**config.mk**
```make
export PLATFORM = sky130hd
export DESIGN_NAME = wordle_round_ctrl
export DESIGN_NICKNAME = d
export VERILOG_FILES = /design/src/rtl/wordle_pkg.sv /design/src/rtl/wordle_round_ctrl_guess_entry_buf.sv /design/src/rtl/wordle_round_ctrl.sv
export SDC_FILE = /design/constraint.sdc
export NUM_CORES = 1
export LEC_CHECK = 0
export BUFFER_PORTS_ARGS = -buffer_cell sky130_fd_sc_hd__buf_2
export CAP_MARGIN = 15
export CELL_PAD_IN_SITES_DETAIL_PLACEMENT = 0
export CELL_PAD_IN_SITES_GLOBAL_PLACEMENT = 1
export CORE_MARGIN = 4
export CORE_UTILIZATION = 36
export DETAILED_ROUTE_END_ITERATION = 6
export GPL_TIMING_DRIVEN = 0
export PLACE_DENSITY_LB_ADDON = 0.1
export SLEW_MARGIN = 10
export SYNTH_ARGS = -nofsm -noshare
export SYNTH_HDL_FRONTEND = slang
export SYNTH_HIERARCHICAL = 1
export SYNTH_SLANG_ARGS = --single-unit
```
**constraint.sdc**
```tcl
create_clock -name clock -period 2.4 [get_ports clock]
set_input_delay 0.24 -clock clock [delete_from_list [all_inputs] [get_ports clock]]
set_output_delay 0.24 -clock clock [all_outputs]
set_load 0.02 [all_outputs]
```
**src/rtl/wordle_pkg.sv**
```systemverilog
// Shared types and constants for the Wordle round controller.
package wordle_pkg;

    localparam logic [7:0]  ASCII_A          = 8'h41;
    localparam logic [7:0]  ASCII_Z          = 8'h5A;
    localparam logic [11:0] COLOR_GREEN_DFLT = 12'h0F0;
    localparam int          NUM_SLOTS        = 5;

    typedef enum logic [2:0] {
        ENTRY,
        SUBMIT,
        WAIT_LOW,
        WAIT_HIGH,
        LATCH,
        DONE,
        ERROR
    } state_t;

    typedef logic [NUM_SLOTS-1:0][7:0] guess_arr_t;

    function automatic logic is_letter(input logic [7:0] c);
        return (c >= ASCII_A) && (c <= ASCII_Z);
    endfunction

endpackage

```
**src/rtl/wordle_round_ctrl_guess_entry_buf.sv**
```systemverilog
// Five-slot letter buffer with write pointer; letter has priority over back.
module guess_entry_buf
    import wordle_pkg::*;
(
    input  logic       clock,
    input  logic       reset,
    input  logic       letter_stb,
    input  logic [7:0] letter,
    input  logic       back_stb,
    input  logic       clear,
    output guess_arr_t guesses,
    output logic [2:0] pos,
    output logic       full
);

    assign full = (pos == 3'd5);

    // Write, erase or wipe slots; the pointer always names the next free slot.
    always_ff @(posedge clock or posedge reset) begin
        if (reset) begin
            guesses <= '0;
            pos     <= 3'd0;
        end else if (clear) begin
            guesses <= '0;
            pos     <= 3'd0;
        end else if (letter_stb && !full) begin
            guesses[pos] <= letter;
            pos          <= pos + 3'd1;
        end else if (back_stb && (pos != 3'd0)) begin
            guesses[pos - 3'd1] <= 8'h00;
            pos                 <= pos - 3'd1;
        end
    end

endmodule

```
**src/rtl/wordle_round_ctrl.sv**
```systemverilog
// Round sequencer: letter entry, counter handoff, rdy handshake, colour latch.
//
// state     | meaning
// ----------+--------------------------------------------------
// ENTRY     | collecting letters from the keyboard
// SUBMIT    | bump counter so the processor sees a new guess
// WAIT_LOW  | waiting for rdy to drop (processor took the guess)
// WAIT_HIGH | waiting for rdy to rise (colours valid)
// LATCH     | row colours published, win/lose decided
// DONE      | game over, keys ignored until reset
// ERROR     | handshake timed out, terminal until reset
module wordle_round_ctrl
    import wordle_pkg::*;
#(
    parameter int          MAX_GUESSES    = 6,
    parameter logic [11:0] COLOR_GREEN    = COLOR_GREEN_DFLT,
    parameter int          TIMEOUT_CYCLES = 65535
) (
    input  logic        clock,
    input  logic        reset,
    input  logic        key_valid,
    input  logic [7:0]  key_code,
    input  logic        key_back,
    input  logic        key_enter,
    input  logic        proc_rdy,
    input  logic [11:0] color_in0,
    input  logic [11:0] color_in1,
    input  logic [11:0] color_in2,
    input  logic [11:0] color_in3,
    input  logic [11:0] color_in4,
    output logic [7:0]  guess0,
    output logic [7:0]  guess1,
    output logic [7:0]  guess2,
    output logic [7:0]  guess3,
    output logic [7:0]  guess4,
    output logic [4:0]  counter,
    output logic [11:0] row_color0,
    output logic [11:0] row_color1,
    output logic [11:0] row_color2,
    output logic [11:0] row_color3,
    output logic [11:0] row_color4,
    output logic        row_valid,
    output logic [2:0]  entry_pos,
    output logic        busy,
    output logic        win,
    output logic        lose,
    output logic        err
);

    localparam int TW = $clog2(TIMEOUT_CYCLES + 1);

    state_t            state, state_next;
    logic [TW-1:0]     tmo_cnt;
    logic              tmo_done;
    logic [4:0][11:0]  row_col;
    logic              all_green;
    logic              last_round;
    logic              in_entry;
    logic              letter_stb, back_stb, buf_clear, buf_full;
    guess_arr_t        guesses;

    assign in_entry   = (state == ENTRY) && key_valid;
    assign letter_stb = in_entry && !key_enter && !key_back && is_letter(key_code);
    assign back_stb   = in_entry && !key_enter && key_back;
    assign buf_clear  = (state == LATCH) && (state_next == ENTRY);
    assign tmo_done   = (tmo_cnt == '0);
    assign last_round = (counter == 5'(MAX_GUESSES));
    assign all_green  = (row_col[0] == COLOR_GREEN) && (row_col[1] == COLOR_GREEN) &&
                        (row_col[2] == COLOR_GREEN) && (row_col[3] == COLOR_GREEN) &&
                        (row_col[4] == COLOR_GREEN);

    guess_entry_buf u_buf (
        .clock      (clock),
        .reset      (reset),
        .letter_stb (letter_stb),
        .letter     (key_code),
        .back_stb   (back_stb),
        .clear      (buf_clear),
        .guesses    (guesses),
        .pos        (entry_pos),
        .full       (buf_full)
    );

    assign guess0 = guesses[0];
    assign guess1 = guesses[1];
    assign guess2 = guesses[2];
    assign guess3 = guesses[3];
    assign guess4 = guesses[4];

    assign row_color0 = row_col[0];
    assign row_color1 = row_col[1];
    assign row_color2 = row_col[2];
    assign row_color3 = row_col[3];
    assign row_color4 = row_col[4];

    // State register.
    always_ff @(posedge clock or posedge reset) begin
        if (reset) state <= ENTRY;
        else       state <= state_next;
    end

    // Next-state decode; a satisfied handshake beats a same-cycle timeout.
    always_comb begin
        state_next = state;
        unique case (state)
            ENTRY:     if (key_valid && key_enter && buf_full) state_next = SUBMIT;
            SUBMIT:    state_next = WAIT_LOW;
            WAIT_LOW:  if (!proc_rdy)     state_next = WAIT_HIGH;
                       else if (tmo_done) state_next = ERROR;
            WAIT_HIGH: if (proc_rdy)      state_next = LATCH;
                       else if (tmo_done) state_next = ERROR;
            LATCH:     if (all_green || last_round) state_next = DONE;
                       else                         state_next = ENTRY;
            DONE:      state_next = DONE;
            ERROR:     state_next = ERROR;
            default:   state_next = ENTRY;
        endcase
    end

    // Outputs decoded directly from state.
    always_comb begin
        busy      = 1'b0;
        row_valid = 1'b0;
        err       = 1'b0;
        unique case (state)
            WAIT_LOW, WAIT_HIGH: busy = 1'b1;
            LATCH: begin
                busy      = 1'b1;
                row_valid = 1'b1;
            end
            ERROR:   err = 1'b1;
            default: ;
        endcase
    end

    // Counter, wait timer (reloaded on entry to each wait), colour latch and result flags.
    always_ff @(posedge clock or posedge reset) begin
        if (reset) begin
            counter <= 5'd0;
            tmo_cnt <= '0;
            row_col <= '0;
            win     <= 1'b0;
            lose    <= 1'b0;
        end else begin
            if (state == SUBMIT && counter < 5'(MAX_GUESSES))
                counter <= counter + 5'd1;

            if (state == SUBMIT || (state == WAIT_LOW && !proc_rdy))
                tmo_cnt <= TW'(TIMEOUT_CYCLES - 1);
            else if ((state == WAIT_LOW || state == WAIT_HIGH) && !tmo_done)
                tmo_cnt <= tmo_cnt - 1'b1;

            if (state == WAIT_HIGH && proc_rdy)
                row_col <= {color_in4, color_in3, color_in2, color_in1, color_in0};

            if (state == LATCH) begin
                if (all_green)       win  <= 1'b1;
                else if (last_round) lose <= 1'b1;
            end
        end
    end

endmodule
```
==> Word-level counts from Yosys, hierarchy flattened <==
Cells that the tools add are included.
{ "op_classes": {"addsub": 4, "n_lt_le_gt_ge": 7, "n_eq_ne": 13, "mux": 22, "bitwise": 3, "n_reduce_logical": 38} }
{ "ops": {"columns": ["operator", "count"], "rows": [
  ["40-bit two-way mux", 3],
  ["12-bit by 8-bit == test with 1-bit output (second input constant)", 5],
  ["8-bit demux with 3-bit select", 2],
  ["40-bit AND", 1],
  ["40-bit bitwise mux", 1],
  ["40-bit inverter", 1],
  ["16-bit two-way mux", 2],
  ["3-bit two-way mux", 8],
  ["1-bit logical AND", 21],
  ["3-bit case mux with 7 select lines", 1],
  ["16-bit logical NOT", 1],
  ["8-bit two-way mux", 2],
  ["16-bit by 1-bit subtractor with 16-bit output (second input constant)", 1],
  ["3-bit == test (second input constant)", 4],
  ["8-bit by 7-bit >= comparator with 1-bit output (second input constant)", 1],
  ["8-bit by 7-bit <= comparator with 1-bit output (second input constant)", 1],
  ["3-bit by 4-bit less-than comparator with 1-bit output (second input constant)", 2],
  ["3-bit by 2-bit == test with 1-bit output (second input constant)", 2],
  ["3-bit by 1-bit >= comparator with 1-bit output (second input constant)", 2],
  ["3-bit logical NOT", 2],
  ["3-bit nonzero test", 2],
  ["5-bit by 1-bit adder with 5-bit output (second input constant)", 1],
  ["5-bit by 3-bit == test with 1-bit output (second input constant)", 1],
  ["1-bit logical NOT", 5],
  ["other kinds (11)", 15]
]} }
{ "totals": {"register_bits": 129, "input_bits": 74, "output_inout_bits": 113, "wordCells": 103} }

==> Longest topological paths before layout <==
{ "depth": {"ltp_word": 11, "ltp_mapped": 10, "ltp_nobuf": 8} }

==> Hierarchy <==
The synthesis kept the hierarchy.
{ "modules_own_cells": {"columns": ["mod", "instances", "cells_per_inst", "area_per_inst_um2", "seq_area_each_um2"], "rows": [
  ["wordle_round_ctrl", 1, 315, 3927.5, 2152.1],
  ["guess_entry_buf", 1, 251, 2346.0, 1076.0]
]} }

==> Worst setup path before layout <==
No wires, ideal clock.
{ "synth_path": {"kind": "reg2reg", "start": "register row_col, in the netlist row_color4[1]", "end": "register u_buf/guesses[32] (netlist bit)", "setup_time_ns": 0.090, "arrival_ns": 2.518, "t_required_ns": 2.310, "path_slack_ns": -0.208, "path_stages_with_launch": 11, "n_path_buf": 3, "period_less_slack_ns": 2.608, "path_cell_list": "dfrtp_1 -> nor4_1 -> nand4_1 -> nor4_1 -> nor3_1 -> clkbuf_1 -> nor3_1 -> clkbuf_1 -> clkbuf_1 -> o21ai_0 -> o221ai_1"} }
{ "synth_via": {"elab_chain_cells": 8, "elab_cells_between_ends": 9, "cone_classes": "eq/ne (1); mux (3); reduce/logical (5)"} }
{ "synth_rtl": {"columns": ["item", "line_no", "rtl"], "rows": [
  ["start, declared", "wordle_round_ctrl.sv:55", "logic [4:0][11:0] row_col;"],
  ["start signal, assigned", "wordle_round_ctrl.sv:154", "row_col <= {color_in4, color_in3, color_in2, color_in1, color_in0};"],
  ["12-bit by 8-bit == test with 1-bit output (*)", "wordle_round_ctrl.sv:70", "(row_col[4] == COLOR_GREEN);"],
  ["1-bit logical AND (*)", "wordle_round_ctrl.sv:69", "(row_col[2] == COLOR_GREEN) && (row_col[3] == COLOR_GREEN) &&"],
  ["1-bit logical OR (*)", "wordle_round_ctrl.sv:112", "LATCH: if (all_green || last_round) state_next = DONE;"],
  ["3-bit two-way mux (*)", "wordle_round_ctrl.sv:112", null],
  ["3-bit case mux with 7 select lines (*)", "wordle_round_ctrl.sv:105", "unique case (state)"],
  ["3-bit logical NOT (*)", "wordle_round_ctrl.sv:65", "assign buf_clear = (state == LATCH) && (state_next == ENTRY);"],
  ["1-bit logical AND (*)", "wordle_round_ctrl.sv:65", null],
  ["net buf_clear", "wordle_round_ctrl.sv:59", "logic letter_stb, back_stb, buf_clear, buf_full;"],
  ["3-bit nonzero test (no source line) / 40-bit two-way mux (equally long branches)", null, null],
  ["end signal, assigned by index", "wordle_round_ctrl_guess_entry_buf.sv:27", "guesses[pos] <= letter;"],
  ["end, declared", "wordle_round_ctrl_guess_entry_buf.sv:11", "output guess_arr_t guesses,"]
]} }
Mark *: on every way through the listed nets, which the timed path passes. The rest lies on a longest branch.
A chain may end at the register's enable or synchronous reset.

==> Worst setup path after layout <==
{ "layout_path": {"start": "register row_col, in the netlist row_color2[0]", "end": "register u_buf/guesses[1] (netlist bit)"} }
{ "layout_via": {"elab_chain_cells": 10, "elab_cells_between_ends": 11, "cone_classes": "eq/ne (1); mux (3); reduce/logical (7)"} }
{ "layout_rtl": {"columns": ["item", "line_no", "rtl"], "rows": [
  ["12-bit by 8-bit == test with 1-bit output (*)", "wordle_round_ctrl.sv:69", null],
  ["1-bit logical AND (*)", "wordle_round_ctrl.sv:68", "assign all_green = (row_col[0] == COLOR_GREEN) && (row_col[1] == COLOR_GREEN) &&"],
  ["1-bit logical AND (*) (2 in a row)", "wordle_round_ctrl.sv:69", null],
  ["1-bit logical OR (*)", "wordle_round_ctrl.sv:112", null],
  ["3-bit two-way mux (*)", "wordle_round_ctrl.sv:112", null],
  ["3-bit case mux with 7 select lines (*)", "wordle_round_ctrl.sv:105", null],
  ["3-bit logical NOT (*)", "wordle_round_ctrl.sv:65", null],
  ["1-bit logical AND (*)", "wordle_round_ctrl.sv:65", null],
  ["net buf_clear", "wordle_round_ctrl.sv:59", null],
  ["3-bit nonzero test (no source line) / 40-bit two-way mux (equally long branches)", null, null]
]} }
Marked as above.

==> impl_metrics.ini <==
[pwr]
power_mw = 10.3
powerDensity_nw_per_um2 = 1210
leakage_nw = 3.77
ir_drop_uv = 562

[clocking]
root_buffer = clkbuf_16
clk_pin_slew_ps = 60
clkLatencyLatePin_ps = 420
cts_sinks = 129
tritoncts.num_buffers = 17
cts_buffer_depth = 2
htreeDepth = 4
cts_tree = done

[outcome]
violations = setup timing
outcome = finished, violations left

[logic_synthesis]
ys_seq_area_share_pct = 51.5
async_flop_share_pct = 100
synth_edf_count = 0
syn-num-nets = 648
yosysUniqueCellTypes = 61
ys_ff_latch = 129
synthFlopType = dfrtp_1
syn_inst = 566
yosys_warnings = 6
netlist_area_sq_um = 6270
synth_area_per_cell_sq_um = 11.1

[floorplanning]
die-area_sq_um = 19600
die_x_microns = 140
pin_count = 187
coreArea_sq_um = 17200
start_util_pct = 36.5
num_rows = 48
die_y_microns = 140

[place]
hpwlAfterDp_microns = 13800
dpl_worst_slack_ps = -703
placed_area_sq_um = 7570
io_buffers = 186
gp_congestion = 0.862

[cells_and_area]
final_cell_mix = 188 x buf_2, 125 x dfrtp_1, 62 x mux2_2
areaGrowthSynthToFinish_pct = 35.6
design_area_sq_um = 8510
post-route-util_pct = 49.5
final_common_cell = buf_2
nets = 869
fill_cells = 1646
drive_gt1_share_pct = 44.6

[global_route]
overflow = 0
grt_usage_pct = 19.4
grt_antenna_before_repair = 1
grt_pass1_vias = 5530
grt_pass1_wl_microns = 30300
grt_max_degree = 37

[timing]
tightest_slew_ps = 901
setup_viol = 3
hold_viol = 0
holdWs_ps = 46.6
max_freq_mhz = 411
final_max_slew_viol_count = 0
relSlewSlack_pct = 39.9
finalCritPeriodShare_pct = 101
fin_ws_ps = -34.0
period_minus_slack_ps = 2430
rsz0062_at_grt = true
skew_ps = 11.1

[critical_path]
worstPathRequired_ps = 2750
crit_family = simple AND/OR/NAND/NOR gates
startpoint_type = flip-flop
crit_slowest_cell = or4b_1
endpoint_kind = flip-flop
crit_path_max_fanout = 5
max_stage_delay_ps = 500
crit_chain = nor4bb_2 > nand4_1 > nor4_4 > nor3_2 > clkbuf_8 > buf_6 > or4b_1 > nand3_1
path_class = flip-flop to flip-flop
worst-path-buf-inv = 2
arrival_ps = 2780

[route]
ant_nets = 0
wirelength_microns = 19200
routedWlPerCell_microns = 18.7
drtIter0Drc = 289
avgViaCountPerCell = 5.30
drc = 0
first_pass_iters = 5
vias = 5439

[run]
cap_violations = 0

[hold_path]
hp-class = input port to flip-flop
[kinds of logic (layout without fill, tap and decap cells)]
kind of cell             count (synthesis)  count (layout)  share of synthesized area (%)
AND/OR/NAND/NOR                        193             193                           18.9
flip-flops                             129             129                           51.5
AO/OA/AOI/OAI                          118             118                           12.4
multiplexers                            69              69                           12.2
buffers and inverters                   47             281                           3.17
adder cells (fa/ha/maj)                  8               8                           1.60
XOR/XNOR                                 2               2                          0.279
other                                    0               1                              0
[power by group]
part | switching [mW] | total (mW) | internal (mW)
Sequential | 0.610 | 3.48 | 2.87
Clock | 1.03 | 2.47 | 1.44
Combinational | 2.46 | 4.32 | 1.86
[what timing repair did]
| item | 4_1_cts | 5_1_grt |
|---|---|---|
| setup endpoints to repair | 43 | 46 |
| hold buffers | 1 | 0 |
| gates cloned | 1 | 0 |
| buffers inserted | 8 | 9 |
| gates resized for setup | 38 | 41 |
| hold endpoints to repair | 34 | 0 |
| pin swaps | 11 | 12 |
[path summary, 6_finish.rpt]
kind,endpoint,slack [ps],from,cells past startpoint
max in group asynchronous,state[2]$_DFF_PP0_,1420,reset,4
max reg2reg,u_buf/guesses[1]$_DFFE_PP0P_,-30,row_color2[0]$_DFFE_PP0P_,8
min in group asynchronous,u_buf/guesses[32]$_DFFE_PP0P_,440,reset,3
min,row_color1[3]$_DFFE_PP0P_,50,color_in1[3],2
min reg2reg,lose$_DFFE_PP0P_,480,lose$_DFFE_PP0P_,1
max,u_buf/guesses[1]$_DFFE_PP0P_,-30,row_color2[0]$_DFFE_PP0P_,8
[layout make-up]
type	count	area, sq um	share of cell area [%]
repair buffers	208	1150	13.6
diodes	1	2.50	0.0294
flip-flops and latches	129	3230	38.0
inverters	12	48.8	0.574
clock buffers	19	433	5.09
well taps	225	282	3.31
multi-input cells	390	3030	35.6
clock inverters	13	129	1.51
plain buffers	29	196	2.31
[through the flow]
step | TNS, ps | std cells
after floorplan | -6.91 | 566
after global placement | -20190 | 977
after detailed placement | -21630 | 980
after CTS | -434 | 1019
after global routing | -1800 | 1026
final | -51.2 | 1026
[sequential cells by signal, indices dropped and copies added, names as in the netlist, 3 cells and up]
name and flops:
row_color0 12, counter 5, row_color3 12, tmo_cnt 16, row_color2 12, row_color1 12
u_buf/guesses 40, u_buf/pos 3, state 3, row_color4 12
[Yosys cell counts (9+ instances only)]
cell / instances / area, sq um
nand4b_1: 9 / 78.8
o21ai_0: 42 / 210
dfrtp_1: 129 / 3230
mux2_2: 62 / 698
or3_1: 9 / 56.3
nor4_1: 17 / 106
inv_1: 12 / 45.0
nand3b_1: 9 / 67.6
nand3_1: 18 / 90.1
clkbuf_1: 26 / 97.6
nor2_1: 17 / 63.8
nand2b_1: 11 / 68.8
a21oi_1: 24 / 120
nand2_1: 42 / 158
[routing by layer]
metal	vias up	part of all wire (%)	wire, microns	track usage (%)
li1	2553	-	-	-
met1	2699	43	8260	24.9
met2	157	50	9640	31.8
met3	30	4.7	907	4.44
met4	0	2.1	412	7.60
met5	-	0	0	0
No activity file was read; power rests on OpenSTA's default activity.
